--- src/rtl/disaster_pkg.sv ---
// disaster_pkg: shared FSM state, level type, sensor thresholds and disaster indices.
package disaster_pkg;
  typedef enum logic [1:0] {ST_SAFE, ST_ARMING, ST_ALARM} state_e;
  typedef logic [1:0] level_t;
  localparam int unsigned RAIN_T1 = 2;
  localparam int unsigned RAIN_T2 = 10;
  localparam int unsigned RAIN_T3 = 30;
  localparam int unsigned SEIS_T1 = 2;
  localparam int unsigned SEIS_T2 = 6;
  localparam int unsigned SEIS_T3 = 15;
  localparam int unsigned WIND_T1 = 16;
  localparam int unsigned WIND_T2 = 30;
  localparam int unsigned WIND_T3 = 60;
  localparam int unsigned SEA_T1 = 6;
  localparam int unsigned SEA_T2 = 20;
  localparam int unsigned SEA_T3 = 50;
  // Indices ascend with priority: tsunami > earthquake > cyclone > flood.
  localparam int IDX_FLOOD = 0;
  localparam int IDX_CYCLONE = 1;
  localparam int IDX_EARTHQUAKE = 2;
  localparam int IDX_TSUNAMI = 3;
  localparam int N_DIS = 4;
  function automatic level_t level_of(int unsigned v, int unsigned t1, int unsigned t2, int unsigned t3);
    return {1'b0, v >= t1} + {1'b0, v >= t2} + {1'b0, v >= t3};
  endfunction
  function automatic logic [N_DIS-1:0] top_one(logic [N_DIS-1:0] a);
    top_one = '0;
    for (int i = 0; i < N_DIS; i++) if (a[i]) top_one = N_DIS'(1) << i;
  endfunction
endpackage

--- src/rtl/disaster_persist_fsm.sv ---
// disaster_persist_fsm: persistence-filtered alarm with minimum hold and acknowledge.
module disaster_persist_fsm
  import disaster_pkg::*;
#(
  parameter int PERSIST = 3,
  parameter int HOLD = 8
) (
  input  logic clk,
  input  logic rst,
  input  logic valid_i,
  input  logic cond_i,
  input  logic ack_i,
  output logic alarm_o,
  output logic enter_o
);
  state_e state_q, state_d;
  logic [3:0] cnt_q, cnt_d;
  logic [7:0] hold_q, hold_d;
  logic cond_q, cond_d;
  always_comb begin
    state_d = state_q;
    cnt_d = cnt_q;
    hold_d = hold_q;
    // Invalid cycles fall back to the last sampled condition for the ack decision.
    cond_d = valid_i ? cond_i : cond_q;
    if (state_q == ST_ALARM) begin
      hold_d = hold_q == 8'd0 ? 8'd0 : hold_q - 8'd1;
      if (ack_i && hold_q == 8'd0 && !cond_d) begin
        state_d = ST_SAFE;
        cnt_d = 4'd0;
        hold_d = 8'd0;
      end
    end else if (valid_i) begin
      cnt_d = cond_i ? cnt_q + 4'd1 : 4'd0;
      state_d = !cond_i ? ST_SAFE : cnt_d >= 4'(PERSIST) ? ST_ALARM : ST_ARMING;
      hold_d = state_d == ST_ALARM ? 8'(HOLD) : hold_q;
    end
  end
  always_ff @(posedge clk) begin
    if (rst) begin
      state_q <= ST_SAFE;
      cnt_q <= 4'd0;
      hold_q <= 8'd0;
      cond_q <= 1'b0;
    end else begin
      state_q <= state_d;
      cnt_q <= cnt_d;
      hold_q <= hold_d;
      cond_q <= cond_d;
    end
  end
  assign alarm_o = state_q == ST_ALARM;
  assign enter_o = !rst && state_q != ST_ALARM && state_d == ST_ALARM;
endmodule

--- src/rtl/disaster_alert_seq.sv ---
// disaster_alert_seq: classifies sensor levels into four disasters and drives alarm LEDs.
module disaster_alert_seq
  import disaster_pkg::*;
#(
  parameter int W = 7,
  parameter int PERSIST = 3,
  parameter int HOLD = 8
) (
  input  logic clk,
  input  logic rst,
  input  logic sample_valid,
  input  logic [W-1:0] rain,
  input  logic [W-1:0] seismic,
  input  logic [W-1:0] wind,
  input  logic [W-1:0] sea,
  input  logic mode,
  input  logic ack,
  output logic flood_led,
  output logic cyclone_led,
  output logic earthquake_led,
  output logic tsunami_led,
  output logic safe_led,
  output logic danger_led,
  output logic new_alarm
);
  level_t r, s, wd, l;
  logic [N_DIS-1:0] cond, alarm, enter, lit;
  logic new_alarm_q;
  assign r = level_of(32'(rain), RAIN_T1, RAIN_T2, RAIN_T3);
  assign s = level_of(32'(seismic), SEIS_T1, SEIS_T2, SEIS_T3);
  assign wd = level_of(32'(wind), WIND_T1, WIND_T2, WIND_T3);
  assign l = level_of(32'(sea), SEA_T1, SEA_T2, SEA_T3);
  assign cond[IDX_EARTHQUAKE] = s >= 2'd1;
  assign cond[IDX_TSUNAMI] = s == 2'd3 || l >= 2'd2;
  assign cond[IDX_FLOOD] = r >= 2'd2 && (wd >= 2'd2 || l >= 2'd2 || r == 2'd3);
  assign cond[IDX_CYCLONE] = wd >= 2'd2 && (wd == 2'd3 || l >= 2'd2 || r >= 2'd2);
  for (genvar g = 0; g < N_DIS; g++) begin : g_fsm
    disaster_persist_fsm #(.PERSIST(PERSIST), .HOLD(HOLD)) u_fsm (
      .clk(clk),
      .rst(rst),
      .valid_i(sample_valid),
      .cond_i(cond[g]),
      .ack_i(ack),
      .alarm_o(alarm[g]),
      .enter_o(enter[g])
    );
  end
  always_ff @(posedge clk) new_alarm_q <= rst ? 1'b0 : |enter;
  assign lit = mode ? alarm : top_one(alarm);
  assign flood_led = lit[IDX_FLOOD];
  assign cyclone_led = lit[IDX_CYCLONE];
  assign earthquake_led = lit[IDX_EARTHQUAKE];
  assign tsunami_led = lit[IDX_TSUNAMI];
  assign danger_led = |alarm;
  assign safe_led = ~danger_led;
  assign new_alarm = new_alarm_q;
endmodule

--- config.mk ---
export PLATFORM = sky130hd
export DESIGN_NAME = disaster_alert_seq
export DESIGN_NICKNAME = d
export VERILOG_FILES = /design/src/rtl/disaster_pkg.sv /design/src/rtl/disaster_persist_fsm.sv /design/src/rtl/disaster_alert_seq.sv
export SDC_FILE = /design/constraint.sdc
export NUM_CORES = 1
export LEC_CHECK = 0
export CAP_MARGIN = 0
export CORE_UTILIZATION = 50
export CTS_CLUSTER_DIAMETER = 150
export DETAILED_ROUTE_END_ITERATION = 7
export MAX_ROUTING_LAYER = met4
export PLACE_DENSITY = 0.7
export SLEW_MARGIN = 30
export SYNTH_ARGS = -nofsm -noshare
export SYNTH_HDL_FRONTEND = slang
export SYNTH_SLANG_ARGS = --single-unit
--- constraint.sdc ---
create_clock -name clk -period 9.5 [get_ports clk]
set_clock_uncertainty 0.15 [all_clocks]
set_input_delay 1.9 -clock clk [delete_from_list [all_inputs] [get_ports clk]]
set_output_delay 1.9 -clock clk [all_outputs]
set_load 0.02 [all_outputs]
**Word-level counts from Yosys, hierarchy flattened**

Index checks and enable logic that the tools add are counted.

- Output and inout port bits: 7
- Flip-flop bits (word level): 61
- Input bits: 33

- Bitwise gates (word level): 1
- Equality and inequality tests: 23
- Reductions and logical operators: 50
- $lt $le $gt $ge: 20
- Multiplexer cells: 65
- $add $sub $neg: 16

Operators by type and width:

| kind | number |
|---|---|
| $mux 8 | 20 |
| $mux 4 | 20 |
| $mux 2 | 20 |
| $logic_not 8->1 | 4 |
| $sub 8x1->8 const B | 4 |
| $eq 2x2->1 const B | 15 |
| $ge 7x5->1 const B | 4 |
| $logic_and 1x1->1 | 18 |
| $add 4x1->4 const B | 4 |
| $ge 4x2->1 const B | 4 |
| $ne 2x2->1 const B | 8 |
| $reduce_and 2->1 | 8 |
| $reduce_bool 2->1 | 8 |
| $ge 7x2->1 const B | 2 |
| $ge 7x3->1 const B | 2 |
| $ge 7x4->1 const B | 2 |
| $ge 7x6->1 const B | 2 |
| $add 1x1->2 | 4 |
| $add 2x1->2 | 4 |
| $reduce_or 4->1 | 2 |
| $ge 2x2->1 const B | 3 |
| $logic_not 1->1 | 5 |
| $logic_or 1x1->1 | 5 |
| $mux 1 | 5 |
| other kinds (2) | 2 |

**Longest topological paths before layout**

Gate-level depths: netlist (run 1).

- Depth after elaboration: 16
- Gate-level depth with buffers: 11
- Gate-level depth less buffers: 10

**Hierarchy**

A second synthesis (run 1) with hierarchy kept.

- Cell total of the unflattened synthesis: 437
- Area, all modules: 3574.7 µm²

Modules (own cells, without submodules):

| module | cells an instance | area each (µm²) | instances | sequential area each (µm²) |
|---|---|---|---|---|
| disaster_persist_fsm | 97 | 807.0 | 4 | 300.3 |
| disaster_alert_seq | 49 | 346.6 | 1 | 20.0 |

**Least setup slack after synthesis (run 1)**

Ideal clock, no wire load.

- Path kind: input-to-reg
- Start point: in seismic[4]
- End point: reg g_fsm[2].u_fsm.hold_q[7]
- Library setup time: 0.133 ns
- Data arrival time: 4.189 ns
- Buffers on the path: 1
- Cell stages on the path: 11
- Setup slack: 5.029 ns
- Path through: or3_1 or2_2 nor3_1 fa_1 nand2_1 nand2_1 a311o_1 and2_0 buf_2 o21ai_1 a21oi_1

- Word-level cells in the longest chain between the ends: 11

Ends and longest elaborated chain:

| what | RTL line | text |
|---|---|---|
| start, declared | disaster_alert_seq.sv:13 | `input logic [W-1:0] seismic,` |
| $ge 7x2->1 / $ge 7x3->1 (equally long branches) | disaster_pkg.sv:24 | `return {1'b0, v >= t1} + {1'b0, v >= t2} + {1'b0, v >= t3};` |
| $add 1x1->2 | disaster_pkg.sv:24 |  |
| $add 2x1->2 (*) | disaster_pkg.sv:24 |  |
| $ge 2x1->1 (*) | disaster_alert_seq.sv:33 | `assign cond[IDX_EARTHQUAKE] = s >= 2'd1;` |
| $mux 4 | disaster_persist_fsm.sv:34 | `cnt_d = cond_i ? cnt_q + 4'd1 : 4'd0;` |
| $ge 4x2->1 | disaster_persist_fsm.sv:35 | `state_d = !cond_i ? ST_SAFE : cnt_d >= 4'(PERSIST) ? ST_ALARM : ST_ARMING;` |
| $mux 2 (2 in a row) | disaster_persist_fsm.sv:35 |  |
| $eq 2x2->1 | disaster_persist_fsm.sv:36 | `hold_d = state_d == ST_ALARM ? 8'(HOLD) : hold_q;` |
| $reduce_bool 2->1 (no source line) | n/a |  |
| $reduce_and 2->1 (no source line) | n/a |  |
| end signal, assigned | disaster_persist_fsm.sv:48 | `hold_q <= hold_d;` |
| end, declared | disaster_persist_fsm.sv:18 | `logic [7:0] hold_q, hold_d;` |

Mark *: on every way between the ends. The rest lies on a longest branch, timed or not.
A chain may end at the register's enable or synchronous reset.

**Worst setup path in the final report (run 1)**

- Start point: in mode
- End point: out cyclone_led

- Word-level cells in the longest chain between the ends: 1

Ends and longest elaborated chain:

| what | RTL line | text |
|---|---|---|
| start, declared | disaster_alert_seq.sv:16 | `input logic mode,` |
| $mux 4 | disaster_alert_seq.sv:49 | `assign lit = mode ? alarm : top_one(alarm);` |
| end, declared | disaster_alert_seq.sv:19 | `output logic cyclone_led,` |

No other way between the ends.

==> out/qor.yml, run 1 <==
sta:
  relSlewSlack: 0.5548
  rsz0062_at_grt: "no"
  setup_violations: 0
  maxSlewViolCount: 0
  final_hold_viol_count: 0
  setup_ws_ns: 4.191
  tns_ns: 0
  finalCritPeriodShare: 0.5588
  worst_pin_slew_ns: 0.6678
  max_freq_mhz: 188.4
  finalCriticalPeriod_ns: 5.309
clock_tree:
  cts_root_buf: "clkbuf_8"
  clock_path_buffers: 2
  holdBufCountCts: 0
  clock_latency_ns: 0.34
  cts_num_sinks: 61
  clk_pin_slew_ns: 0.06
  cts_tree: "built"
  cts_buffers: 9
  post-cts-setup-buffers: 0
  postCtsResizedCells: 0
  h-tree-depth: 3
global_route:
  grt_start_max_net_pins: 62
  first_global_vias: 3110
  grt_pass1_wl_um: 13630
  grt-ovfl-total: 0
  track_usage: 0.2357
  antenna_found_initial: 0
routing:
  ant_nets: 0
  wl_per_cell_um: 13.68
  dr.pass1.iters: 5
  wl_um: 8000
  drtIter0Drc: 185
  vias: 3411
  vias_per_cell: 5.831
  drcViolationCount: 0
synthesis:
  synthArstFlopShare: 0
  synth-edff-count: 0
  synth_top_flop_cell: "dfxtp_1"
  synth_seq_cells: 61
  syn_nets: 516
  synth.distinct_cells: 53
  synthCells: 467
  yosysWarnings: 0
  syn_area_um2: 3497
  yosysSeqAreaShare: 0.3492
  avgSynthCellArea_um2: 7.488
setup_path:
  critical_path.startpoint_type: "input pin"
  r2r-start: "g_fsm[3].u_fsm.cnt_q[0]"
  end_kind: "primary output"
  cp_data_required_time_ns: 7.45
  arrival_ns: 3.26
  worstSetupPathType: "in -> out"
  cp_max_fo: 3
  setup.worst_path.start: "mode"
cells_and_area:
  seqCellArea_um2: 1221
  diodes: 0
  area_growth_pct: 16.35
  postLayoutCellArea_um2: 4069
  fin_nets: 551
  drive_gt1_frac: 0.04158
  multi_input_area_um2: 2141
  fillers: 647
  final_cells: 585
flow_run:
  drv_cap: 0
pwr:
  max-vdd-ir-drop_mv: 0.09794
  p_per_area_nw_per_um2: 176.8
  power_mw: 0.7192
  leakagePower_nw: 1.509
worst_hold_path:
  holdCritStartpoint: "g_fsm[3].u_fsm.hold_q[7]"
  hold_path_class: "reg -> reg"
placement:
  io_buffers: 36
  placed_cells: 571
  pre_cts_slack_ns: 4.205
  post_dp_cell_area_um2: 3889
  dp_hpwl_um: 5712
  gp_congestion: 0.8484
die:
  row_count: 30
  initial_core_util: 0.5176
  die_y_um: 85.63
  die-area_um2: 7333
  die_w_um: 85.63
  core_region_area_um2: 6756
  num_io_pins: 40
outcome:
  status: "finished clean"
==> layer usage <==
metal	up-vias	wire, µm	share of wire	track usage
li1	1759	-	-	-
met1	1572	3937	0.49	0.3001
met2	68	3661	0.46	0.3760
met3	12	294	0.037	0.04042
met4	0	107	0.013	0.08788
met5	-	0	0	-
==> kinds of logic (layout without fill, tap and decap cells) <==
kind of cell | after synthesis | count (layout) | synth area share
simple gates | 213 | 213 | 0.2895
compound gates | 142 | 142 | 0.2458
flops | 61 | 61 | 0.3492
buf+inv | 30 | 68 | 0.03864
fa+ha+maj | 16 | 16 | 0.06369
xor+xnor | 3 | 3 | 0.007515
mux | 2 | 2 | 0.005725
==> flip-flops by register name, indices dropped and copies added (netlist names) <==
signal,cells
new_alarm,1
g_fsm.u_fsm.state_q,8
g_fsm.u_fsm.cond_q,4
g_fsm.u_fsm.hold_q,32
g_fsm.u_fsm.cnt_q,16
==> metrics by stage <==
stage	utilization	hold WS, ns
finish	0.6022	0.3381
global route	0.6022	0.3704
CTS	0.6022	0.3400
detailed placement	0.5756	0.3253
global placement	0.5756	0.3155
floorplan	-	0.2993
==> placed cells by master (no fill, tap or decap), types with 3 or more instances in the layout <==
| master | n |
|---|---|
| a21oi_1 | 61 |
| a221oi_1 | 3 |
| a22oi_1 | 6 |
| a311oi_1 | 6 |
| a31oi_1 | 10 |
| and3_1 | 4 |
| clkbuf_8 | 10 |
| clkdlybuf4s50_1 | 35 |
| dfxtp_1 | 61 |
| fa_1 | 3 |
| ha_1 | 13 |
| inv_1 | 17 |
| nand2_1 | 46 |
| nand2b_1 | 8 |
| nand3_1 | 12 |
| nand3b_1 | 4 |
| nand4_1 | 7 |
| nand4b_1 | 5 |
| nor2_1 | 74 |
| nor2b_1 | 9 |
| nor3_1 | 24 |
| nor4_1 | 7 |
| o21a_1 | 3 |
| o21ai_0 | 28 |
| o21ai_1 | 5 |
| o31ai_1 | 4 |
| or3_1 | 5 |
==> area by class of cell <==
class	count	share of cell area
clock inverters	2	0.008610
inverters	17	0.01568
multi-input cells	376	0.5261
flip-flops and latches	61	0.3001
repair buffers	37	0.08918
clock buffers	12	0.03567
well taps	80	0.02460
==> power by group <==
group | internal [mW] | total [mW] | switching, mW
sequential | 0.278 | 0.299 | 0.0215
combinational | 0.0791 | 0.201 | 0.122
clock | 0.125 | 0.219 | 0.0938
total | 0.482 | 0.719 | 0.237
==> critical path, stage by stage <==
cell and delay [ns]:
clkdlybuf4s50_1 0.53, a21oi_1 0.06, nor2_1 0.14, clkdlybuf4s50_1 0.63
==> final timing paths <==
| kind | end | slack (ns) | cells after the start |
|---|---|---|---|
| hold reg to reg | g_fsm[3].u_fsm.hold_q[7] | 0.34 | 2 |
| setup reg to reg | g_fsm[3].u_fsm.hold_q[2] | 7.25 | 7 |
| hold / removal | g_fsm[3].u_fsm.hold_q[7] | 0.34 | 2 |
| setup / recovery | cyclone_led | 4.19 | 4 |
==> cell usage after synthesis (all sizes together), types with 4 or more instances <==
master,number,share of area
a21oi,62,0.090
a22oi,6,0.013
a311oi,6,0.015
a31oi,11,0.021
and3,5,0.0093
buf,4,0.0093
clkbuf,8,0.0086
dfxtp,61,0.35
ha,13,0.047
inv,17,0.018
nand2,46,0.049
nand2b,8,0.014
nand3,12,0.017
nand3b,4,0.0086
nand4,7,0.013
nand4b,5,0.013
nor2,74,0.079
nor2b,9,0.016
nor3,24,0.034
nor4,7,0.013
o21ai,33,0.047
o31ai,4,0.0086
or3,5,0.0089
(Power assumes the default switching activity.)
==> run 2: changes to the inputs <==
==> constraint.sdc (replaced) <==
create_clock -name clk -period 5.3 [get_ports clk]
set_clock_uncertainty 0.15 [all_clocks]
set_input_delay 1.06 -clock clk [delete_from_list [all_inputs] [get_ports clk]]
set_output_delay 1.06 -clock clk [all_outputs]
set_load 0.02 [all_outputs]
==> out/qor.yml, run 2 (synthesis results as in run 1) <==
outcome:
  status: "finished clean"
setup_path:
  end_kind: "flop"
  rr_worst_depth: 7
  crit_buf_inv: 1
  critical_path.startpoint_type: "input pin"
  endpoint: "new_alarm"
  max_stage_delay_ns: 0.46
  worstSetupPathType: "in -> reg"
  worstReg2RegEnd: "g_fsm[3].u_fsm.hold_q[5]"
  setup.worst_path.start: "seismic[4]"
  cp_data_required_time_ns: 5.40
  r2r_slack_ns: 3.06
  path_delay_family: "compound AO/OA/AOI/OAI gates"
  r2r-start: "g_fsm[3].u_fsm.cnt_q[0]"
  crit_path_frequent_cell: "a21oi_1"
  cp_cell_sequence: "clkdlybuf4s50_1 > or3_1 > or2_2 > nor3_1 > fa_1 > o21ba_2 > a31oi_1 > nand2_1 > o32ai_1 > a21oi_1 > a21oi_1"
  cp_max_fo: 4
  cp.depth: 11
  arrival_ns: 4.14
  slowest_stage: "fa_1"
pwr:
  p_per_area_nw_per_um2: 316.4
  leakagePower_nw: 1.509
  p_int_mw: 0.8643
  switching_share: 0.3285
  max-vdd-ir-drop_mv: 0.1909
  p_seq_frac: 0.416
  p_sw_mw: 0.4229
  clkPwrFrac: 0.306
  combPwrFrac: 0.278
cells_and_area:
  diodes: 0
  seqCellArea_um2: 1221
  fillers: 647
  drive_gt1_frac: 0.04158
  largest-register: "g_fsm.u_fsm.hold_q"
  layout_common_cells: "nor2_1, a21oi_1, dfxtp_1, nand2_1, clkdlybuf4s50_1"
  fin_nets: 551
  largest_register_ffs: 32
  reg.largest.list: "g_fsm.u_fsm.hold_q: 32 flops, g_fsm.u_fsm.cnt_q: 16 flops, g_fsm.u_fsm.state_q: 8 flops"
  layout_commonest_cell: "nor2_1"
  multi_input_area_um2: 2141
  area_growth_pct: 16.35
  fin_util: 0.6022
sta:
  final_hold_viol_count: 0
  setup_violations: 0
  relSlewSlack: 0.5892
  maxSlewViolCount: 0
  tns_ns: 0
  finalCritPeriodShare: 0.7619
  rsz0062_at_grt: "no"
  finalCriticalPeriod_ns: 4.038
  worst_pin_slew_ns: 0.6106
  max_freq_mhz: 247.7
routing:
  wl_um: 7864
  vias_per_cell: 5.809
  dr.pass1.iters: 4
  drtIter0Drc: 162
  drcViolationCount: 0
  wl_per_cell_um: 13.44
  vias: 3398
  ant_nets: 0
global_route:
  track_usage: 0.2437
  grt-ovfl-total: 0
  grt_start_max_net_pins: 38
  grt_pass1_wl_um: 14110
  first_global_vias: 3248
  antenna_found_initial: 0
clock_tree:
  cts_tree: "built"
  clk_pin_slew_ns: 0.06
  cts_root_buf: "clkbuf_8"
  cts_num_sinks: 61
  post-cts-setup-buffers: 0
  holdBufCountCts: 0
  cts_buffers: 9
  clock_latency_ns: 0.33
  h-tree-depth: 3
  clock_path_buffers: 2
  postCtsResizedCells: 0
die:
  die-area_um2: 7333
  row_count: 30
  die_y_um: 85.63
  core_region_area_um2: 6756
  die_w_um: 85.63
  initial_core_util: 0.5176
  num_io_pins: 40
worst_hold_path:
  hold_path_class: "reg -> reg"
  holdCritStartpoint: "g_fsm[1].u_fsm.hold_q[6]"
placement:
  dp_hpwl_um: 5742
  gp_congestion: 0.8349
  io_buffers: 36
flow_run:
  drv_cap: 0
## run 2: per-layer routing
layer,GRT usage,vias to the layer above,share of wire
met1,0.3057,1559,0.49
met3,0.04042,7,0.036
met4,0.1000,0,0.011
met2,0.3913,62,0.46
li1,-,1770,-
met5,-,-,0
## run 2: worst min path at each step
stage | depth (start not counted) | slack, ns | to
after floorplan | 1 | 0.30 | g_fsm[0].u_fsm.hold_q[7]
after global placement | 2 | 0.31 | g_fsm[2].u_fsm.cond_q
after detailed placement | 2 | 0.32 | g_fsm[3].u_fsm.state_q[1]
after CTS | 2 | 0.33 | g_fsm[3].u_fsm.state_q[1]
after global routing | 2 | 0.36 | g_fsm[3].u_fsm.state_q[1]
final | 1 | 0.33 | g_fsm[1].u_fsm.hold_q[6]
## run 2: power by group through the flow
stage / Clock [mW] / Combinational [mW] / Sequential (mW)
after floorplan: 0 / 0.257 / 0.538
after detailed placement: 0 / 0.356 / 0.544
after global placement: 0 / 0.352 / 0.543
after CTS: 0.406 / 0.358 / 0.535
after global routing: 0.427 / 0.407 / 0.543
final: 0.393 / 0.358 / 0.535
## run 2: cell type report
type / count / share of cell area
Inverter: 17 / 0.01568
Sequential cell: 61 / 0.3001
Multi-Input combinational cell: 376 / 0.5261
Tap cell: 80 / 0.02460
Clock inverter: 2 / 0.008610
Clock buffer: 12 / 0.03567
Timing Repair Buffer: 37 / 0.08918
## run 2: stage by stage
step / std cells / setup WS, ns / area (µm²) / hold slack, ns / power (mW)
3_5_place_dp: 571 / 0.9421 / 3889 / 0.3233 / 0.9003
2_1_floorplan: 467 / 1.669 / 3497 / 0.2993 / 0.7947
4_1_cts: 585 / 1.276 / 4069 / 0.3323 / 1.299
5_1_grt: 585 / 1.003 / 4069 / 0.3629 / 1.377
6_report: 585 / 1.262 / 4069 / 0.3330 / 1.287
3_3_place_gp: 571 / 0.9696 / 3889 / 0.3150 / 0.8952
==> run 3: changes to the inputs <==
--- a/config.mk
+++ b/config.mk
@@ -10,7 +10,7 @@
 export CTS_CLUSTER_DIAMETER = 150
 export DETAILED_ROUTE_END_ITERATION = 7
 export MAX_ROUTING_LAYER = met4
-export PLACE_DENSITY = 0.7
+export PLACE_DENSITY = 0.73
 export SLEW_MARGIN = 30
 export SYNTH_ARGS = -nofsm -noshare
 export SYNTH_HDL_FRONTEND = slang
==> constraint.sdc (replaced) <==
create_clock -name clk -period 3.6 [get_ports clk]
set_clock_uncertainty 0.15 [all_clocks]
set_input_delay 0.72 -clock clk [delete_from_list [all_inputs] [get_ports clk]]
set_output_delay 0.72 -clock clk [all_outputs]
set_load 0.02 [all_outputs]
==> out/qor.yml, run 3 (synthesis results as in run 1) <==
clock_tree:
  post-cts-setup-buffers: 0
  clock_path_buffers: 2
  h-tree-depth: 3
  cts_root_buf: "clkbuf_8"
  clk_pin_slew_ns: 0.07
  cts_num_sinks: 61
  cts_tree: "built"
  cts_buffers: 9
  clock_latency_ns: 0.35
sta:
  final_hold_viol_count: 0
  finalCriticalPeriod_ns: 3.481
  setup_ws_ns: 0.1193
  worst_pin_slew_ns: 0.7823
  relSlewSlack: 0.4785
  maxSlewViolCount: 0
  whs_ns: 0.3345
  max_freq_mhz: 287.3
  setup_violations: 0
  finalCritPeriodShare: 0.9669
  rsz0062_at_grt: "no"
cells_and_area:
  multi_input_area_um2: 2146
  drive_gt1_frac: 0.06395
  fin_nets: 560
  diodes: 0
  layout_common_cells: "nor2_1, a21oi_1, dfxtp_1, nand2_1, clkdlybuf4s50_1"
  largest-register: "g_fsm.u_fsm.hold_q"
  largest_register_ffs: 32
  layout_commonest_cell: "nor2_1"
  reg.largest.list: "g_fsm.u_fsm.hold_q: 32 flops, g_fsm.u_fsm.cnt_q: 16 flops, g_fsm.u_fsm.state_q: 8 flops"
  area_growth_pct: 19.75
  seqCellArea_um2: 1221
  fillers: 622
placement:
  io_buffers: 36
  gp_congestion: 0.8675
  pre_cts_slack_ns: -0.2825
  dp_hpwl_um: 5931
global_route:
  grt-ovfl-total: 0
  first_global_vias: 3062
  track_usage: 0.2369
  grt_start_max_net_pins: 41
  grt_pass1_wl_um: 13510
  antenna_found_initial: 0
setup_path:
  slowest_stage: "fa_1"
  critical_path.startpoint_type: "input pin"
  cp_max_fo: 3
  cp_cell_sequence: "clkdlybuf4s50_1 > or3_1 > or2_2 > a21oi_1 > fa_1 > o21ba_2 > a31oi_1 > nand2_1 > o32ai_1 > a21oi_1 > a21oi_1"
  crit_buf_inv: 1
  path_delay_family: "compound AO/OA/AOI/OAI gates"
  end_kind: "flop"
  worstSetupPathType: "in -> reg"
  cp_data_required_time_ns: 3.73
  arrival_ns: 3.62
  max_stage_delay_ns: 0.46
  crit_path_frequent_cell: "a21oi_1"
routing:
  wl_per_cell_um: 13.68
  vias_per_cell: 5.822
  vias: 3470
  drcViolationCount: 0
  drtIter0Drc: 198
  wl_um: 8152
  ant_nets: 0
  dr.pass1.iters: 4
pwr:
  max-vdd-ir-drop_mv: 0.3495
  leakagePower_nw: 1.571
  power_mw: 2.036
  p_per_area_nw_per_um2: 486.2
die:
  core_region_area_um2: 6756
  die_y_um: 85.63
  row_count: 30
  num_io_pins: 40
  die-area_um2: 7333
  initial_core_util: 0.5176
  die_w_um: 85.63
flow_run:
  drv_cap: 0
outcome:
  status: "finished clean"
worst_hold_path:
  hold_path_class: "reg -> reg"
run 3: changes by cell type in the layout (fill, tap and decap cells not counted), sizes merged:
| cell | previous run | this run |
|---|---|---|
| buf | 2 | 11 |
| clkbuf | 12 | 13 |
| bufinv | 1 | 2 |
| clkinv | 1 | 0 |
| clkinvlp | 0 | 1 |
run 3: through the flow:
| step | cells | instance area (µm²) | TNS, ns | utilization |
|---|---|---|---|---|
| final | 596 | 4188 | 0 | 0.6198 |
| after global placement | 580 | 3956 | -3.707 | 0.5856 |
| after global routing | 596 | 4188 | 0 | 0.6198 |
| after floorplan | 467 | 3497 | 0 | - |
| after detailed placement | 580 | 3956 | -4.222 | 0.5856 |
| after CTS | 596 | 4183 | 0 | 0.6191 |
run 3: tightest hold or removal path, cell delays in order (launching register included):
cell	delay, ns
dfxtp_1	0.31
nand2_1	0.06
a221oi_1	0.06
run 3: worst paths after layout:
check / start / end / slack (ns) / cells after the start
setup / recovery: seismic[4] / new_alarm / 0.12 / 11
hold / removal: g_fsm[3].u_fsm.state_q[1] / g_fsm[3].u_fsm.state_q[1] / 0.33 / 2
setup reg to reg: g_fsm[3].u_fsm.cnt_q[0] / g_fsm[3].u_fsm.hold_q[7] / 1.36 / 7
hold reg to reg: g_fsm[3].u_fsm.state_q[1] / g_fsm[3].u_fsm.state_q[1] / 0.33 / 2
run 3: layout make-up:
cell class / instances / area share
multi-input cells: 376 / 0.5124
flip-flops and latches: 61 / 0.2916
repair buffers: 46 / 0.1028
clock buffers: 13 / 0.03794
well taps: 80 / 0.02390
clock inverters: 3 / 0.01613
inverters: 17 / 0.01524
run 3: power breakdown:
part,leakage [nW],switching (mW),internal (mW)
combinational,0.964,0.326,0.221
clock,0.110,0.272,0.428
sequential,0.497,0.0565,0.733
run 3: layer usage:
layer | vias to the layer above | share of wire | GRT usage | wire, µm
met4 | 0 | 0.018 | 0.1015 | 148
met2 | 76 | 0.46 | 0.3782 | 3779
met3 | 14 | 0.041 | 0.04620 | 332
met5 | - | 0 | - | 0
met1 | 1586 | 0.48 | 0.2930 | 3892
li1 | 1794 | - | - | -
run 3: repair_timing:
| action | CTS | global route |
|---|---|---|
| setup endpoints to repair | 0 | 13 |
| hold buffers | 0 | 0 |
| resized for setup | 0 | 3 |
